==> config.mk <==
export PLATFORM = sky130hd
export DESIGN_NAME = seg_scan_ctrl
export DESIGN_NICKNAME = d
export VERILOG_FILES = /design/src/rtl/seg_scan_ctrl.sv
export SDC_FILE = /design/constraint.sdc
export NUM_CORES = 1
export LEC_CHECK = 0
export ABC_AREA = 1
export BUFFER_PORTS_ARGS = -buffer_cell sky130_fd_sc_hd__buf_2
export CAP_MARGIN = 10
export CORE_ASPECT_RATIO = 1.25
export CORE_MARGIN = 4
export CORE_UTILIZATION = 53
export CTS_CLUSTER_DIAMETER = 200
export CTS_CLUSTER_SIZE = 12
export DETAILED_ROUTE_END_ITERATION = 16
export PLACE_DENSITY = 0.74
export SETUP_SLACK_MARGIN = 0.1
export SLEW_MARGIN = 20
export SYNTH_ARGS = -nofsm -noshare
export SYNTH_HDL_FRONTEND = slang
export SYNTH_SLANG_ARGS = --single-unit
==> constraint.sdc <==
create_clock -name clk -period 1.9 [get_ports clk]
set_input_delay 0 -clock clk [delete_from_list [all_inputs] [get_ports clk]]
set_output_delay 0 -clock clk [all_outputs]
set_load 0.02 [all_outputs]
==> src/rtl/seg_scan_ctrl.sv <==
// seg_scan_ctrl: time-multiplexed common-anode seven-segment scan controller with
// blanking gaps, frame-boundary double buffering and leading-zero suppression.
module seven_seg (
  input  logic [3:0] hex,
  output logic [6:0] segs
);
  always_comb begin
    case (hex)
      4'h0: segs = 7'h40;
      4'h1: segs = 7'h79;
      4'h2: segs = 7'h24;
      4'h3: segs = 7'h30;
      4'h4: segs = 7'h19;
      4'h5: segs = 7'h12;
      4'h6: segs = 7'h02;
      4'h7: segs = 7'h78;
      4'h8: segs = 7'h00;
      4'h9: segs = 7'h10;
      4'hA: segs = 7'h08;
      4'hB: segs = 7'h03;
      4'hC: segs = 7'h46;
      4'hD: segs = 7'h21;
      4'hE: segs = 7'h06;
      default: segs = 7'h0E;
    endcase
  end
endmodule

module seg_scan_ctrl #(
  parameter int NUM_DIGITS   = 4,
  parameter int REFRESH_DIV  = 100000,
  parameter int BLANK_CYCLES = 1000
) (
  input  logic                    clk,
  input  logic                    rst,
  input  logic                    en,
  input  logic                    load,
  input  logic [4*NUM_DIGITS-1:0] value,
  input  logic [NUM_DIGITS-1:0]   dp_in,
  input  logic                    lz_blank,
  output logic [6:0]              segs,
  output logic                    dp,
  output logic [NUM_DIGITS-1:0]   an,
  output logic                    frame_start,
  output logic                    pending
);
  localparam int CW = (REFRESH_DIV > 1) ? $clog2(REFRESH_DIV) : 1;
  localparam int IW = (NUM_DIGITS > 1) ? $clog2(NUM_DIGITS) : 1;
  localparam logic [CW-1:0] CNT_LAST = CW'(REFRESH_DIV - 1);
  localparam logic [CW-1:0] CNT_SHOW = CW'(BLANK_CYCLES);
  localparam logic [IW-1:0] IDX_LAST = IW'(NUM_DIGITS - 1);
  typedef enum logic [1:0] {IDLE, BLANK, SHOW} state_t;
  localparam state_t FIRST = (BLANK_CYCLES == 0) ? SHOW : BLANK;
  state_t                  state_q, state_d;
  logic [CW-1:0]           cnt_q, cnt_d;
  logic [IW-1:0]           idx_q, idx_d;
  logic [4*NUM_DIGITS-1:0] act_val_q, act_val_d, pend_val_q, pend_val_d;
  logic [NUM_DIGITS-1:0]   act_dp_q, act_dp_d, pend_dp_q, pend_dp_d;
  logic                    pending_q, pending_d;
  logic [6:0]              segs_q, segs_d;
  logic                    dp_q, dp_d;
  logic [NUM_DIGITS-1:0]   an_q, an_d;
  logic                    frame_start_q, frame_start_d;
  logic [3:0]              nib;
  logic [6:0]              dec;
  logic [NUM_DIGITS-1:0]   sup;
  logic                    end_slot, bnd, xfer, lit;
  seven_seg u_dec (.hex(nib), .segs(dec));
  assign nib      = 4'(act_val_q >> {idx_q, 2'b00});
  assign end_slot = (cnt_q == CNT_LAST);
  // A frame boundary is either the first slot after IDLE or the end of the last digit.
  assign bnd      = en & ((state_q == IDLE) | (end_slot & (idx_q == IDX_LAST)));
  assign xfer     = ~en | bnd;
  assign lit      = en & (state_q == SHOW) & ~sup[idx_q];
  // Suppress digit i>0 when it and every more significant nibble are zero.
  always_comb begin
    logic nz;
    nz  = 1'b0;
    sup = '0;
    for (int i = NUM_DIGITS - 1; i >= 0; i--) begin
      nz     = nz | (|act_val_q[4*i +: 4]);
      sup[i] = lz_blank & ~nz & (i != 0);
    end
  end
  always_comb begin
    state_d = state_q;
    cnt_d   = cnt_q;
    idx_d   = idx_q;
    if (!en) begin
      state_d = IDLE;
      cnt_d   = '0;
      idx_d   = '0;
    end else if (state_q == IDLE) begin
      state_d = FIRST;
    end else if (end_slot) begin
      state_d = FIRST;
      cnt_d   = '0;
      idx_d   = (idx_q == IDX_LAST) ? '0 : idx_q + 1'b1;
    end else begin
      cnt_d   = cnt_q + 1'b1;
      state_d = (cnt_d == CNT_SHOW) ? SHOW : state_q;
    end
  end
  always_comb begin
    act_val_d     = (xfer & load) ? value : (xfer & pending_q) ? pend_val_q : act_val_q;
    act_dp_d      = (xfer & load) ? dp_in : (xfer & pending_q) ? pend_dp_q : act_dp_q;
    pend_val_d    = load ? value : pend_val_q;
    pend_dp_d     = load ? dp_in : pend_dp_q;
    pending_d     = ~xfer & (load | pending_q);
    an_d          = lit ? ~(NUM_DIGITS'(1) << idx_q) : '1;
    segs_d        = lit ? dec : 7'h7F;
    dp_d          = ~(lit & act_dp_q[idx_q]);
    frame_start_d = bnd;
  end
  always_ff @(posedge clk or posedge rst) begin
    if (rst) begin
      state_q       <= IDLE;
      cnt_q         <= '0;
      idx_q         <= '0;
      act_val_q     <= '0;
      act_dp_q      <= '0;
      pend_val_q    <= '0;
      pend_dp_q     <= '0;
      pending_q     <= 1'b0;
      segs_q        <= 7'h7F;
      dp_q          <= 1'b1;
      an_q          <= '1;
      frame_start_q <= 1'b0;
    end else begin
      state_q       <= state_d;
      cnt_q         <= cnt_d;
      idx_q         <= idx_d;
      act_val_q     <= act_val_d;
      act_dp_q      <= act_dp_d;
      pend_val_q    <= pend_val_d;
      pend_dp_q     <= pend_dp_d;
      pending_q     <= pending_d;
      segs_q        <= segs_d;
      dp_q          <= dp_d;
      an_q          <= an_d;
      frame_start_q <= frame_start_d;
    end
  end
  assign segs        = segs_q;
  assign dp          = dp_q;
  assign an          = an_q;
  assign frame_start = frame_start_q;
  assign pending     = pending_q;
endmodule

### Yosys cells after proc, flatten, opt, wreduce, memory -nomap -nowiden

Memory sizes are Yosys's and may differ from the RTL's.
Cells that the tools add are included.

* add/subtract/negate cells: 2
* $lt $le $gt $ge: 1
* eq/ne operators: 7
* shift-type cells: 2
* muxes and demuxes: 21
* bitwise gates (word level): 24
* reductions and logical operators: 6

Operators with widths (count)
* 17-bit two-way mux: 3
* 16-bit two-way mux: 2
* 17-bit by 1-bit adder with 17-bit output, second input constant: 1
* 17-bit by 10-bit equality test with 1-bit output, second input constant: 1
* 17-bit equality test, second input constant: 1
* 2-bit two-way mux: 8
* 16-bit by 4-bit right shift with 4-bit output: 1
* 4-bit two-way mux: 3
* 4-bit OR reduction: 3
* 1-bit bitwise AND: 11
* 7-bit two-way mux: 1
* 1-bit inverter: 7
* 1-bit OR: 5
* 1-bit binary-select mux with 2-bit select: 2
* 2-bit equality test, second input constant: 2
* 4-bit by 1-bit inequality test with 1-bit output, second input constant: 1
* 4-bit inverter: 1
* 1-bit by 2-bit left shift with 4-bit output, first input constant: 1
* 2-bit by 3-bit less-than comparator with 1-bit output, second input constant: 1
* 2-bit by 1-bit adder with 2-bit output, second input constant: 1
* 2-bit logical NOT: 1
* 1-bit two-way mux: 2
* 2-bit by 1-bit inequality test with 1-bit output, second input constant: 1
* 2-bit inequality test, second input constant: 1
* 2 further kinds: 2

* bits in registers: 75
* ROM bits: 112
* output and inout bits: 14
* logic and storage cells: 76
* memories: 1

Memory list
* (name not given): words 16, width 7, read ports 1, clocked after Yosys merged registers in 0, wr ports 0, line 8 `case (hex)`

### Depth between registers and ports, before layout

* depth in word-level cells: 11
* depth in mapped cells: 12
* gate-level depth less buffers: 12

### Hierarchy

A second synthesis with hierarchy kept.

* cells, all modules: 500
* area, all modules: 3911.3 µm²

Modules (own cells, without submodules)
* seg_scan_ctrl: instances 1, cells each 451, area each 3637.2 µm²
* seven_seg: instances 1, cells each 49, area each 274.0 µm²

### Least setup slack after synthesis

Ideal clock, no wire load.

* kind: register to register
* from: reg idx_q[0]
* to: reg segs_q[3], in the netlist segs[3]
* library setup time: 0.086 ns
* data arrival time: 1.877 ns
* required time: 1.814 ns
* path slack: -0.064 ns
* cell stages (with the launch flop): 10
* cells stage by stage: dfrtp_1 -> buf_2 -> o21ai_0 -> inv_1 -> o21ai_0 -> inv_1 -> ha_1 -> nor2_1 -> o21ai_0 -> nand3_1

* longest elaborated chain between the ends: 5
* elaborated cells on any way between the ends: 7
* classes of those cells: shift (1); mux (3); bitwise (2); memory (1)

Ends and longest elaborated chain
* start, declared: line 56 `logic [IW-1:0] idx_q, idx_d;`
* start signal, assigned: line 132 `idx_q <= idx_d;`
* branches (longest 4 deep; another with memory 16 x 7 bit)
* 7-bit two-way mux *: line 111 `segs_d = lit ? dec : 7'h7F;`
* named net segs_d[3]: line 60 `logic [6:0] segs_q, segs_d;`
* end signal, assigned: line 138 `segs_q <= segs_d;`
* end, declared: line 60

Mark *: on every way through the listed nets, which the timed path passes. The select of a mux whose other input is x is not followed.
A chain may end at the register's enable or synchronous reset.

### Worst setup path after layout

* from: reg idx_q[0]
* to: reg segs_q[6], in the netlist segs[6]

Same word-level chain as after synthesis.

==> results by group <==
Status
  • Outcome: completed

GRT
  • Met3 Track Usage GR: 2.992%
  • Aggregate global routing overflow: 0
  • Wire length of the first global-routing pass: 14480 µm
  • Met1 GRT Util: 26.21%
  • Antenna violations before repair: 0
  • Fraction of met2 tracks used by global routing: between 30% and 40%
  • Gr busiest metal: met2
  • Maximum number of pins on one net before global-route repair: 55
  • Tot GR Track Use: 19.78%
  • Via count of the first global-routing pass: 3197

Synth
  • Sequential cell area fraction in the yosys report: 47.79%
  • Combined area of all synthesized cells: 3959 µm²
  • Synthesized net count: 538
  • Yosys warning count: 0
  • Synthesized instance count: 502
  • FF+latch count, synth: 75
  • Fraction of synthesized cell area taken by the top area cell type: 39.82%
  • Top cells by area in the synthesized netlist: sky130_fd_sc_hd__dfrtp_1 40%, sky130_fd_sc_hd__nand2_1 14%, sky130_fd_sc_hd__dfstp_2 8.0%
  • Post-synthesis area per instance: just under 8 µm²
  • Synth cell types: 34
  • Post-synthesis cell type with the largest combined area: sky130_fd_sc_hd__dfrtp_1

Setup path
  • Number of cells traversed by the worst register-to-register path: 11
  • Worst-path fanout max: 5
  • Reg2reg end: segs[6]$_DFF_PP1_
  • Critical path required time: 2.18 ns
  • Class of the most critical setup path: reg2reg
  • Critical path endpoint category: flip-flop
  • Data arrival at the endpoint of the critical path: 2.05 ns
  • Worst R2R Start: idx_q[0]$_DFFE_PP0P_
  • Setup crit start kind: flip-flop
  • Setup slack, reg-to-reg: 0.13 ns

Final layout
  • # nets final: 615
  • Antenna diodes: 0
  • Fraction of final layout cells sized beyond drive strength 1: 24.14%
  • Layout Cells excl Fill: 674
  • Most common library cell in the layout ignoring fill and taps: sky130_fd_sc_hd__nand2_1
  • Most used cells in the layout excluding fill and tap cells: 139 x sky130_fd_sc_hd__nand2_1, 75 x sky130_fd_sc_hd__inv_1, 61 x sky130_fd_sc_hd__dfrtp_1
  • Design Area, Final: 4915 µm²
  • Layout Area Growth over Synthesis: 24.15%

STA
  • Setup repair after global routing missed its margin: yes
  • Final total negative setup slack: 0 ns
  • Final setup fails: 0
  • Headroom to the max-slew limit: 62.78%
  • Period minus WS final: 1.768 ns
  • Transition time of the tightest slew-check pin: 0.5569 ns
  • Skew final: 0.01141 ns
  • Worst-case hold slack: roughly 0.009 ns
  • Number of failing hold endpoints at the final stage: 0
  • Maximum achievable frequency: 0.5657 GHz
  • Crit share post-route: between 90 and 100%
  • Pins Over Slew Limit: 0

Drt
  • Number of remaining DRC errors: 0
  • Routed len/inst: 13.09 µm
  • Violation count after the first detailed-routing iteration: 154
  • Iteration count of the initial detailed-routing pass: 4
  • Detailed Route WL: 8823 µm
  • Post-detailed-route via-to-cell ratio: 5.033
  • Via count: 3392
  • Number of nets with antenna violations after detailed routing: 0

CTS
  • Clk_lat worst skew: roughly 0.34 ns
  • TritonCTS Sinks: 75
  • Buffer levels on the longest clock path: 2
  • Clock buffers created by TritonCTS: 9
  • Clock Pin Slew Worst Setup and Hold Paths: approximately 0.080 ns
  • H-tree depth: 3
  • CTS tree: yes
  • Clk Tree Root Cell: sky130_fd_sc_hd__clkbuf_8

Placed design
  • Number of port buffers: 38
  • # placed instances: about 630
  • Routability-driven placement congestion ratio: 0.8894
  • Post-detailed-placement cell area: 4297 µm²
  • Detailed placement HPWL: 5900 µm

Pwr
  • Worst voltage drop across the vdd grid: 0.0006116 V
  • Static power due to leakage: 2.403 nW
  • Power Density: 782.1 nW/µm²

Die
  • Y dimension of the die: 104.6 µm
  • Core ar.: about 7000 µm²
  • Horizontal extent of the die: 85.30 µm
  • Total die area: 8925 µm²
  • Cell row count: 34
  • I/O pin count: 39
  • Initial core utilization: between 50% and 60%

Worst hold path
  • Hold Crit Endpoint: pend_dp_q[2]$_DFFE_PP0P_
  • Worst min-delay path startpoint: dp_in[2]
  • Hold Path Cell Cnt: 4
  • Worst hold path type: in2reg

Flow run
  • MaxCap Viol Count: 0
[cells in the mapped netlist]
library cell	count
sky130_fd_sc_hd__inv_1	81
sky130_fd_sc_hd__nand2_1	143
sky130_fd_sc_hd__clkbuf_1	8
sky130_fd_sc_hd__a31oi_1	2
sky130_fd_sc_hd__nand4_1	6
sky130_fd_sc_hd__nor3_2	1
sky130_fd_sc_hd__ha_1	11
sky130_fd_sc_hd__buf_4	2
sky130_fd_sc_hd__o311a_1	1
sky130_fd_sc_hd__o21bai_1	2
sky130_fd_sc_hd__dfrtp_1	63
sky130_fd_sc_hd__buf_6	2
sky130_fd_sc_hd__xor2_1	5
sky130_fd_sc_hd__nand2_2	5
sky130_fd_sc_hd__buf_2	4
sky130_fd_sc_hd__o21ai_1	1
sky130_fd_sc_hd__nor3_1	3
sky130_fd_sc_hd__nor2_1	26
sky130_fd_sc_hd__o31ai_1	1
sky130_fd_sc_hd__o22ai_1	12
sky130_fd_sc_hd__o21ai_0	28
sky130_fd_sc_hd__a21oi_1	11
sky130_fd_sc_hd__o41ai_1	1
sky130_fd_sc_hd__dfstp_2	12
sky130_fd_sc_hd__a21oi_2	1
sky130_fd_sc_hd__nand3b_1	15
sky130_fd_sc_hd__o211ai_1	2
sky130_fd_sc_hd__nor2_2	5
sky130_fd_sc_hd__o21ai_2	1
sky130_fd_sc_hd__nand3_1	33
sky130_fd_sc_hd__nand3_2	2
sky130_fd_sc_hd__or2_2	6
sky130_fd_sc_hd__nor2_4	2
sky130_fd_sc_hd__inv_2	4
[per-stage QoR]
| step | utilization (%) | power, mW | worst slack [ns] |
|---|---|---|---|
| 2_1_floorplan | - | 2.334 | 0.1339 |
| 3_3_place_gp | 60.48 | 2.503 | 0.07721 |
| 3_5_place_dp | 60.48 | 2.530 | 0.003400 |
| 4_1_cts | 65.87 | 3.763 | 0.1101 |
| 5_1_grt | 69.18 | 4.067 | 0.0002824 |
| 6_report | 69.18 | 3.844 | 0.1324 |
[critical path: stages, from the launching register on]
cell	delay, ns
sky130_fd_sc_hd__dfrtp_2	0.44
sky130_fd_sc_hd__buf_4	0.16
sky130_fd_sc_hd__buf_4	0.14
sky130_fd_sc_hd__o21ai_2	0.12
sky130_fd_sc_hd__nand2_2	0.11
sky130_fd_sc_hd__inv_2	0.09
sky130_fd_sc_hd__ha_2	0.18
sky130_fd_sc_hd__inv_1	0.05
sky130_fd_sc_hd__nor2_2	0.11
sky130_fd_sc_hd__o21bai_1	0.15
sky130_fd_sc_hd__nand2_1	0.07
sky130_fd_sc_hd__nand3_1	0.08
[state kept, by name (all words and copies together) (netlist names)]
register	flops
pend_val_q	16
frame_start	1
state_q	2
act_dp_q	4
dp	1
an	4
segs	7
pending	1
idx_q	2
cnt_q	17
act_val_q	16
pend_dp_q	4
[worst max-delay path by stage]
stage / cells past startpoint / slack (ns) / end / startpoint
floorplan: 12 / 0.13 / segs[6]$_DFF_PP1_ / idx_q[0]$_DFFE_PP0P_
global placement: 11 / 0.08 / act_val_q[2]$_DFFE_PP0P_ / cnt_q[0]$_DFFE_PP0N_
detailed placement: 10 / 0.003 / segs[0]$_DFF_PP1_ / idx_q[0]$_DFFE_PP0P_
CTS: 11 / 0.11 / act_dp_q[3]$_DFFE_PP0P_ / cnt_q[1]$_DFFE_PP0N_
global route: 11 / 0.0003 / segs[6]$_DFF_PP1_ / idx_q[0]$_DFFE_PP0P_
finish: 11 / 0.13 / segs[6]$_DFF_PP1_ / idx_q[0]$_DFFE_PP0P_
[report_power, final]
part | switching, mW | total, mW | internal, mW
sequential | 0.0723 | 1.81 | 1.74
combinational | 0.500 | 0.820 | 0.321
clock | 0.564 | 1.21 | 0.644
total | 1.14 | 3.84 | 2.71
[kinds of logic after synthesis]
family / count (synthesis) / synth area share [%]
adder cells (fa/ha/maj): 11 / 3.477
AO/OA/AOI/OAI: 63 / 9.134
flip-flops: 75 / 47.79
XOR/XNOR: 5 / 1.106
buffers and inverters: 101 / 10.27
AND/OR/NAND/NOR: 247 / 28.22
[layer usage]
layer / up-vias / routed length (µm)
li1: 1740 / -
met1: 1559 / 3917
met2: 74 / 4319
met3: 19 / 357
met4: 0 / 229
met5: - / 0
[area by class of cell]
type / instances / area, µm²
inverters: 85 / 322.8
multi-input cells: 326 / 1790
clock buffers: 14 / 152.6
clock inverters: 2 / 35.03
well taps: 90 / 112.6
flip-flops and latches: 75 / 1894
fillers: 540 / 2190
repair buffers: 82 / 606.8
[what timing repair did]
action	CTS	global route
pin swaps	0	12
hold buffers	16	0
resized for setup	5	35
setup endpoints to repair	26	46
buffers inserted	3	11
gates cloned	0	2
hold endpoints to repair	36	0
No activity file was read; power rests on OpenSTA's default activity.
